===== src/rtl/debug_pkg.sv =====
// Shared types and default timing constants for the debug-harness step controller.
package debug_pkg;

    typedef enum logic [1:0] {
        MODE_IDLE  = 2'b00,
        MODE_RUN   = 2'b01,
        MODE_BREAK = 2'b10
    } mode_t;

    localparam int DEBOUNCE_CYC_DEF = 500000;
    localparam int RUN_DIV_DEF      = 5000000;
    localparam int PC_W_DEF         = 32;

endpackage


===== src/rtl/step_ctrl_if.sv =====
// Board-input / core-side bundle of the step controller; slave is the controller itself.
interface step_ctrl_if
    import debug_pkg::*;
#(
    parameter int PC_W = PC_W_DEF
);

    logic            key_step_n;
    logic            sw_run;
    logic            bp_en;
    logic [PC_W-1:0] bp_addr;
    logic [PC_W-1:0] pc_in;
    logic            cpu_ce;
    logic [31:0]     step_count;
    mode_t           mode;
    logic            key_level;

    modport master (
        output key_step_n, sw_run, bp_en, bp_addr, pc_in,
        input  cpu_ce, step_count, mode, key_level
    );

    modport slave (
        input  key_step_n, sw_run, bp_en, bp_addr, pc_in,
        output cpu_ce, step_count, mode, key_level
    );

endinterface


===== src/rtl/key_debounce.sv =====
// Two-flop synchroniser plus stability filter; rise is a one-cycle strobe on a filtered 0->1.
module key_debounce
    import debug_pkg::*;
#(
    parameter int DEBOUNCE_CYC = DEBOUNCE_CYC_DEF
) (
    input  logic CLOCK_50,
    input  logic reset,
    input  logic raw,
    output logic level,
    output logic rise
);

    localparam int               CNT_W    = (DEBOUNCE_CYC > 1) ? $clog2(DEBOUNCE_CYC) : 1;
    localparam logic [CNT_W-1:0] CNT_LAST = CNT_W'(DEBOUNCE_CYC - 1);

    logic             sync_a;
    logic             sync_b;
    logic [CNT_W-1:0] cnt;

    always_ff @(posedge CLOCK_50 or posedge reset) begin
        if (reset) begin
            sync_a <= 1'b0;
            sync_b <= 1'b0;
            cnt    <= '0;
            level  <= 1'b0;
            rise   <= 1'b0;
        end else begin
            sync_a <= raw;
            sync_b <= sync_a;
            rise   <= 1'b0;
            // any cycle of agreement restarts the stability window
            if (sync_b == level) begin
                cnt <= '0;
            end else if (cnt == CNT_LAST) begin
                cnt   <= '0;
                level <= ~level;
                rise  <= ~level;
            end else begin
                cnt <= cnt + 1'b1;
            end
        end
    end

endmodule


===== src/rtl/step_ctrl.sv =====
// Turns the debounced step key and run switch into single-cycle clock-enables for the core.
//
//   state      | meaning
//   MODE_IDLE  | core halted; each key press issues one cpu_ce
//   MODE_RUN   | cpu_ce every RUN_DIV cycles; key ignored; breakpoint checked at terminal count
//   MODE_BREAK | halted on breakpoint; key press steps past it
module step_ctrl
    import debug_pkg::*;
#(
    parameter int DEBOUNCE_CYC = DEBOUNCE_CYC_DEF,
    parameter int RUN_DIV      = RUN_DIV_DEF
) (
    input logic        CLOCK_50,
    input logic        reset,
    step_ctrl_if.slave bus
);

    localparam int               DIV_W    = (RUN_DIV > 1) ? $clog2(RUN_DIV) : 1;
    localparam logic [DIV_W-1:0] DIV_LAST = DIV_W'(RUN_DIV - 1);

    logic             key_lvl;
    logic             key_rise;
    logic             run_lvl;
    logic             run_rise_unused;
    logic             bp_hit;
    mode_t            mode_q;
    mode_t            mode_d;
    logic [DIV_W-1:0] div_q;
    logic [DIV_W-1:0] div_d;
    logic             ce_q;
    logic             ce_d;
    logic [31:0]      step_cnt_q;

    key_debounce #(.DEBOUNCE_CYC(DEBOUNCE_CYC)) u_key (
        .CLOCK_50 (CLOCK_50),
        .reset    (reset),
        .raw      (~bus.key_step_n),
        .level    (key_lvl),
        .rise     (key_rise)
    );

    key_debounce #(.DEBOUNCE_CYC(DEBOUNCE_CYC)) u_run (
        .CLOCK_50 (CLOCK_50),
        .reset    (reset),
        .raw      (bus.sw_run),
        .level    (run_lvl),
        .rise     (run_rise_unused)
    );

    assign bp_hit = bus.bp_en && (bus.pc_in == bus.bp_addr);

    always_ff @(posedge CLOCK_50 or posedge reset) begin
        if (reset) begin
            mode_q     <= MODE_IDLE;
            div_q      <= '0;
            ce_q       <= 1'b0;
            step_cnt_q <= '0;
        end else begin
            mode_q     <= mode_d;
            div_q      <= div_d;
            ce_q       <= ce_d;
            step_cnt_q <= step_cnt_q + 32'(ce_d);
        end
    end

    always_comb begin
        mode_d = mode_q;
        div_d  = div_q;
        ce_d   = 1'b0;
        case (mode_q)
            MODE_IDLE: begin
                ce_d = key_rise;
                if (run_lvl) begin
                    mode_d = MODE_RUN;
                    div_d  = '0;
                end
            end
            MODE_RUN: begin
                // dropping the run switch beats a coincident terminal count
                if (!run_lvl) begin
                    mode_d = MODE_IDLE;
                    div_d  = '0;
                end else if (div_q == DIV_LAST) begin
                    div_d = '0;
                    if (bp_hit) mode_d = MODE_BREAK;
                    else        ce_d   = 1'b1;
                end else begin
                    div_d = div_q + 1'b1;
                end
            end
            MODE_BREAK: begin
                if (key_rise) begin
                    ce_d   = 1'b1;
                    div_d  = '0;
                    mode_d = run_lvl ? MODE_RUN : MODE_IDLE;
                end else if (!run_lvl) begin
                    mode_d = MODE_IDLE;
                end
            end
            default: begin
                mode_d = MODE_IDLE;
                div_d  = '0;
            end
        endcase
    end

    assign bus.cpu_ce     = ce_q;
    assign bus.step_count = step_cnt_q;
    assign bus.mode       = mode_q;
    assign bus.key_level  = key_lvl;

endmodule

===== src/flat_wrapper.sv =====
// flat-port wrapper written by rule: the top's interface ports become plain ports
module step_ctrl_flat import debug_pkg::*;
#(
    parameter int DEBOUNCE_CYC = DEBOUNCE_CYC_DEF,
    parameter int RUN_DIV      = RUN_DIV_DEF
)
  (CLOCK_50, reset, bus_key_step_n, bus_sw_run, bus_bp_en, bus_bp_addr, bus_pc_in, bus_cpu_ce, bus_step_count, bus_mode, bus_key_level);
  step_ctrl_if bus_i ();
  input logic CLOCK_50;
  input logic reset;
  input wire logic [$bits(bus_i.key_step_n)-1:0] bus_key_step_n;
  input wire logic [$bits(bus_i.sw_run)-1:0] bus_sw_run;
  input wire logic [$bits(bus_i.bp_en)-1:0] bus_bp_en;
  input wire logic [$bits(bus_i.bp_addr)-1:0] bus_bp_addr;
  input wire logic [$bits(bus_i.pc_in)-1:0] bus_pc_in;
  output wire logic [$bits(bus_i.cpu_ce)-1:0] bus_cpu_ce;
  output wire logic [$bits(bus_i.step_count)-1:0] bus_step_count;
  output wire logic [$bits(bus_i.mode)-1:0] bus_mode;
  output wire logic [$bits(bus_i.key_level)-1:0] bus_key_level;
  assign bus_i.key_step_n = bus_key_step_n;
  assign bus_i.sw_run = bus_sw_run;
  assign bus_i.bp_en = bus_bp_en;
  assign bus_i.bp_addr = bus_bp_addr;
  assign bus_i.pc_in = bus_pc_in;
  assign bus_cpu_ce = bus_i.cpu_ce;
  assign bus_step_count = bus_i.step_count;
  assign bus_mode = bus_i.mode;
  assign bus_key_level = bus_i.key_level;
  step_ctrl #(.DEBOUNCE_CYC(DEBOUNCE_CYC), .RUN_DIV(RUN_DIV)) u_core (.CLOCK_50(CLOCK_50), .reset(reset), .bus(bus_i));
endmodule

===== config.mk =====
export PLATFORM = sky130hd
export DESIGN_NAME = step_ctrl_flat
export DESIGN_NICKNAME = d
export VERILOG_FILES = /design/src/rtl/debug_pkg.sv /design/src/rtl/step_ctrl_if.sv /design/src/rtl/key_debounce.sv /design/src/rtl/step_ctrl.sv /design/src/flat_wrapper.sv
export SDC_FILE = /design/constraint.sdc
export NUM_CORES = 1
export LEC_CHECK = 0
export CAP_MARGIN = 20
export CORE_MARGIN = 1
export CORE_UTILIZATION = 56
export DETAILED_ROUTE_END_ITERATION = 10
export GPL_ROUTABILITY_DRIVEN = 0
export PLACE_DENSITY = 0.86
export SYNTH_ARGS = -nofsm -noshare
export SYNTH_HDL_FRONTEND = slang
export SYNTH_SLANG_ARGS = --single-unit

===== constraint.sdc =====
create_clock -name CLOCK_50 -period 6.95 [get_ports CLOCK_50]
set_clock_uncertainty 0.1 [all_clocks]
set_input_delay 1.39 -clock CLOCK_50 [delete_from_list [all_inputs] [get_ports CLOCK_50]]
set_output_delay 1.39 -clock CLOCK_50 [all_outputs]
set_load 0.02 [all_outputs]

; Word-level counts from Yosys, hierarchy flattened
; Index checks and enable logic that the tools add are counted.
[word_totals]
out_inout_bits = 36
wordCells = 65
in_bits = 69
register_bits = 103
[classes]
n_eq_ne = 13
n_reduce_logical = 6
muxes = 24
n_bitwise = 5
add_sub_neg = 4
[op_table]
columns = operator, n
row1 = two-way mux 23 bit, 4
row2 = two-way mux 19 bit, 4
row3 = case mux 23 bit (3 select lines), 1
row4 = adder 19 x 1 -> 19 bit (second input constant), 2
row5 = == test 19 bit (second input constant), 2
row6 = adder 32 x 1 -> 32 bit, 1
row7 = == test 32 bit, 1
row8 = adder 23 x 1 -> 23 bit (second input constant), 1
row9 = == test 23 bit (second input constant), 1
row10 = two-way mux 2 bit, 6
row11 = two-way mux 1 bit, 7
row12 = != test 3 x 2 -> 1 bit (second input constant), 2
row13 = case mux 2 bit (3 select lines), 1
row14 = AND reduction 2 bit, 3
row15 = NOT 1 bit, 5
row16 = != test 2 bit (second input constant), 2
row17 = AND reduction 4 bit, 1
row18 = != test 3 bit (second input constant), 1
row19 = case mux 1 bit (3 select lines), 1
row20 = == test 1 bit, 2
row21 = == test 2 x 1 -> 1 bit (second input constant), 1
row22 = == test 2 bit (second input constant), 1
row23 = logical NOT 2 bit, 1
row24 = logical AND 1 bit, 1

; Logic depth before layout (Yosys ltp)
[depth]
word_depth = 7
depth_mapped = 13
ltp_nobuf = 13

; By module
; A second synthesis with hierarchy kept.
[hier_totals]
cells_unflattened = 550
area_unflattened_um2 = 5604.1
[by_module_without_submodules]
columns = module, area_per_inst_um2, n_inst, cells_each, seq_area_each_um2
row1 = step_ctrl, 3296.9, 1, 334, 1451.4
row2 = key_debounce, 1153.6, 2, 108, 575.6

; Least setup slack after synthesis
; OpenSTA, ideal clock, no wires.
[synth_timing]
kind = input-to-reg
from = input port bus_bp_addr[9]
to = register u_core.step_cnt_q[18] (netlist: u_core.bus.step_count[18])
slack_ns = 3.372
arrival_ns = 3.348
stages = 13
setup_time_ns = 0.129
t_required_ns = 6.721
n_path_buf = 0
cell_sequence = xnor2_1 > nand2_1 > nor4_1 > nand4_1 > o211ai_1 > o21ai_0 > ha_1 > ha_1 > nand3_1 > nor2_1 > and4_1 > nand3_1 > xnor2_1
[synth_via]
elab_chain_cells = 7
[synth_rtl]
columns = item, line_no
row1 = from (decl), flat_wrapper.sv:14  ; input wire logic [$bits(bus_i.bp_addr)-1:0] bus_bp_addr;
row2 = == test 32 bit, step_ctrl.sv:50  ; assign bp_hit = bus.bp_en && (bus.pc_in == bus.bp_addr);
row3 = logical AND 1 bit, step_ctrl.sv:50
row4 = two-way mux 1 bit, step_ctrl.sv:85  ; if (bp_hit) mode_d = MODE_BREAK;
row5 = two-way mux 1 bit, step_ctrl.sv:83  ; end else if (div_q == DIV_LAST) begin
row6 = two-way mux 1 bit, step_ctrl.sv:80  ; if (!run_lvl) begin
row7 = case mux 1 bit (3 select lines), step_ctrl.sv:70  ; case (mode_q)
row8 = net u_core.ce_d, step_ctrl.sv:31  ; logic ce_d;
row9 = adder 32 x 1 -> 32 bit, step_ctrl.sv:62  ; step_cnt_q <= step_cnt_q + 32'(ce_d);
row10 = to (signal assigned), step_ctrl.sv:62
row11 = to (decl), step_ctrl.sv:32  ; logic [31:0] step_cnt_q;
; The timed path passes the listed nets, and every way through them passes these cells.
; A chain may end at the register's enable or synchronous reset.

; Worst setup path after layout
[layout_timing]
from = input port bus_bp_addr[4]
to = register u_core.step_cnt_q[22] (netlist: u_core.bus.step_count[22])
; The elaborated chain is that of the path after synthesis.

==> results.cfg <==
[setup_path]
worstSetupEndpointType = flop
worst_r2r_endpoint = u_core.bus.step_count[22]
critical_path.startpoint_type = primary input
worstPathRequired_ns = 7.10
kind_of_cell_adding_the_most_delay_to_the_critical_path = simple AND/OR/NAND/NOR gates
crit_path_max_incr_delay_ns = 0.55
arrival_ns = 4.24
critical_path.cell_chain = clkdlybuf4s50_1 -> inv_1 -> o22ai_1 -> nor4_1 -> nand4_1 -> o211ai_1 -> o21ai_0 -> ha_1 -> ha_1 -> nand3_1 -> nor4_2 -> nand3_1 -> xnor2_1
critical_path.max_fanout = 6
reg2reg_depth = 11
worstPathBufferInverterCount = 2
regToRegStartpoint = u_core.div_q[12]
worst-r2r-setup-slack_ns = 3.50
critPathKind = in2reg
worst_setup_path_startpoint = bus_bp_addr[4]
cpMaxStageDelayCell = nor4_2

[hold_path]
min_path_cells = 0
min_from = u_core.u_run.sync_a
worstHoldEndpoint = u_core.u_run.sync_b
hold_path.class = reg2reg

[sta]
max_clock_freq_ghz = 0.2447
setup-violations-final = 0
finalWorstPathRequiredPeriod_ns = 4.087
final.period_utilization_pct = 58.80
timing.setup.tns_ns = 0
timing_hold_violations_final = 0
report.final.slew_viol_count = 0
worst-slew-pin-transition_ns = 0.9070
slew_headroom_pct = 39.53
rsz0062_at_grt = false

[global_routing]
track_usage_pct = 22.72
first_global_vias = 3878
globalRoute.totalOverflow = 0
grt_max_degree = 76
number_of_antenna_violations_at_the_first_check_in_global_routing = 0
wire_length_of_the_first_global_routing_pass_mm = 17.52

[pwr]
ir_worst_vdd_uv = 92.19
power.density_nw_per_um2 = 163.1
power.static_leakage_nw = 2.776
power_mw = 1.060

[cts]
post_cts.repair.setup_buffers = 0
clock_tree.buffer_depth = 2
numCtsBuffers = 9
clkSinkCount = 103
ctsHtreeMaxLevel = 3
clk_latency_ns = 0.36
cts_repair_resize_count = 0
cts.root.buffer_cell = clkbuf_8
postCtsHoldBufs = 0
path_clk_slew_ns = 0.10
clock_tree_from_tritoncts = yes

[logic_synthesis]
ys_seq_elements = 103
synth_top_cell_by_area = dfrtp_1
synthMostInstantiatedCell = dfrtp_1
synthArstFlopShare_pct = 100.0
yosys_most_used_dff = dfrtp_1
synth_warnings = 0
syn-num-nets = 578
cells_taking_the_most_area_after_synthesis = dfrtp_1, xnor2_1, xor2_1, nor2_1, nand3_1
synth_enable_flop_cells = 0
synth_common_cells = dfrtp_1, nor2_1, xnor2_1
cells_after_synthesis = 504
synth_top_area_share_pct = 50.02
seq_area_frac_synth_pct = 50.02
avgSynthCellArea_um2 = 10.22
netlist-cell-type-count = 51
synthesis.area_um2 = 5152

[drt]
avgRoutedWirePerCell_um = 13.97
via_per_inst = 5.477
routed_wl_mm = 10.14
detail-route-antenna-nets = 0
first_iter_violations = 188
remaining_drc_errors = 6
drtPass1Iterations = 10
detailroute.via_count = 3976

[placed_design]
dpl.hpwl_mm = 7.669
buffer_ports.inserted = 104

[floorplan]
std_cell_rows = 34
die_height_um = 97.92
io_pins = 105
die-area_um2 = 9588
die_width_um = 97.92
design.core.area_um2 = 8806
initial_utilization_pct = 58.51

[run_status]
failed_checks = design-rule violations
run_status = complete, but fails checks

[cells_and_area]
number_of_nets_in_the_layout = 687
area_growth_pct = 26.18
drive_above_1_share_pct = 5.825
count_of_inserted_antenna_diode_cells = 0

[flow_run]
max_cap_violations = 0
==> how the worst max path moves through the flow <==
stage,cells after the start,to
2_1_floorplan,1,u_core.bus.cpu_ce
3_3_place_gp,14,u_core.bus.step_count[18]
3_5_place_dp,13,u_core.bus.step_count[22]
4_1_cts,13,u_core.bus.step_count[22]
5_1_grt,14,u_core.bus.step_count[18]
6_report,13,u_core.bus.step_count[22]
==> through the flow <==
step           setup slack (ns)  instances  area, um2  hold WS [ns]  utilization (%)
3_5_place_dp              2.461        710       6305        0.2410            71.60
3_3_place_gp              2.580        710       6305        0.2336            71.60
6_report                  2.863        726       6501        0.2610            73.83
2_1_floorplan             2.756        504       5152        0.2312                -
5_1_grt                   2.519        726       6501        0.2711            73.83
4_1_cts                   2.848        726       6501        0.2631            73.83
==> cell families after synthesis <==
| group | after synthesis | share of synthesized area, % |
|---|---|---|
| XOR/XNOR | 109 | 18.53 |
| buffers and inverters | 25 | 1.967 |
| AO/OA/AOI/OAI | 22 | 3.376 |
| flip-flops | 103 | 50.02 |
| adder cells (fa/ha/maj) | 5 | 1.214 |
| multiplexers | 3 | 0.6556 |
| AND/OR/NAND/NOR | 237 | 24.24 |
==> cells in the final DEF (no fill, tap or decap), types with 3 or more instances in the layout <==
master           count
clkdlybuf4s50_1    104
xor2_1              46
nand4_1             19
nand2b_1             5
nor4_1               8
o22ai_1              3
or2_2                3
ha_1                 5
o31ai_1              3
nand2_1             39
inv_1               16
o21ai_0              4
and3_1              13
nor3_1               7
xnor2_1             63
clkbuf_8             9
mux2_2               3
dfrtp_1            103
and2_1               5
nor2_1              74
nand3_1             36
and4_1               7
==> registers in the layout, indices dropped and copies added, names as in the netlist, 2 cells and up <==
signal	count
u_core.bus.step_count	32
u_core.div_q	23
u_core.u_key.cnt	19
u_core.bus.mode	2
u_core.u_run.cnt	19
==> area by class of cell <==
cell class | count | area, um2
Clock buffer | 10 | 127.6
Clock inverter | 6 | 68.82
Fill cell | 589 | 2305
Inverter | 18 | 70.07
Multi-Input combinational cell | 376 | 2474
Sequential cell | 103 | 2577
Tap cell | 108 | 135.1
Timing Repair Buffer | 105 | 1049
==> power breakdown <==
part           internal, mW  leakage, nW  switching, mW  total [mW]
Sequential            0.603         1.42        0.00368       0.606
Combinational        0.0481         1.26         0.0337      0.0818
Clock                 0.169       0.0968          0.203       0.372
Total                 0.820         2.78          0.241        1.06
==> layer usage <==
metal,share of wire [%],GRT usage (%),vias to the layer above
li1,-,-,1930
met1,44,29.56,1883
met2,48,37.49,144
met3,5.8,4.009,19
met4,2.0,9.907,0
met5,0,0,-
(Power assumes the default switching activity.)
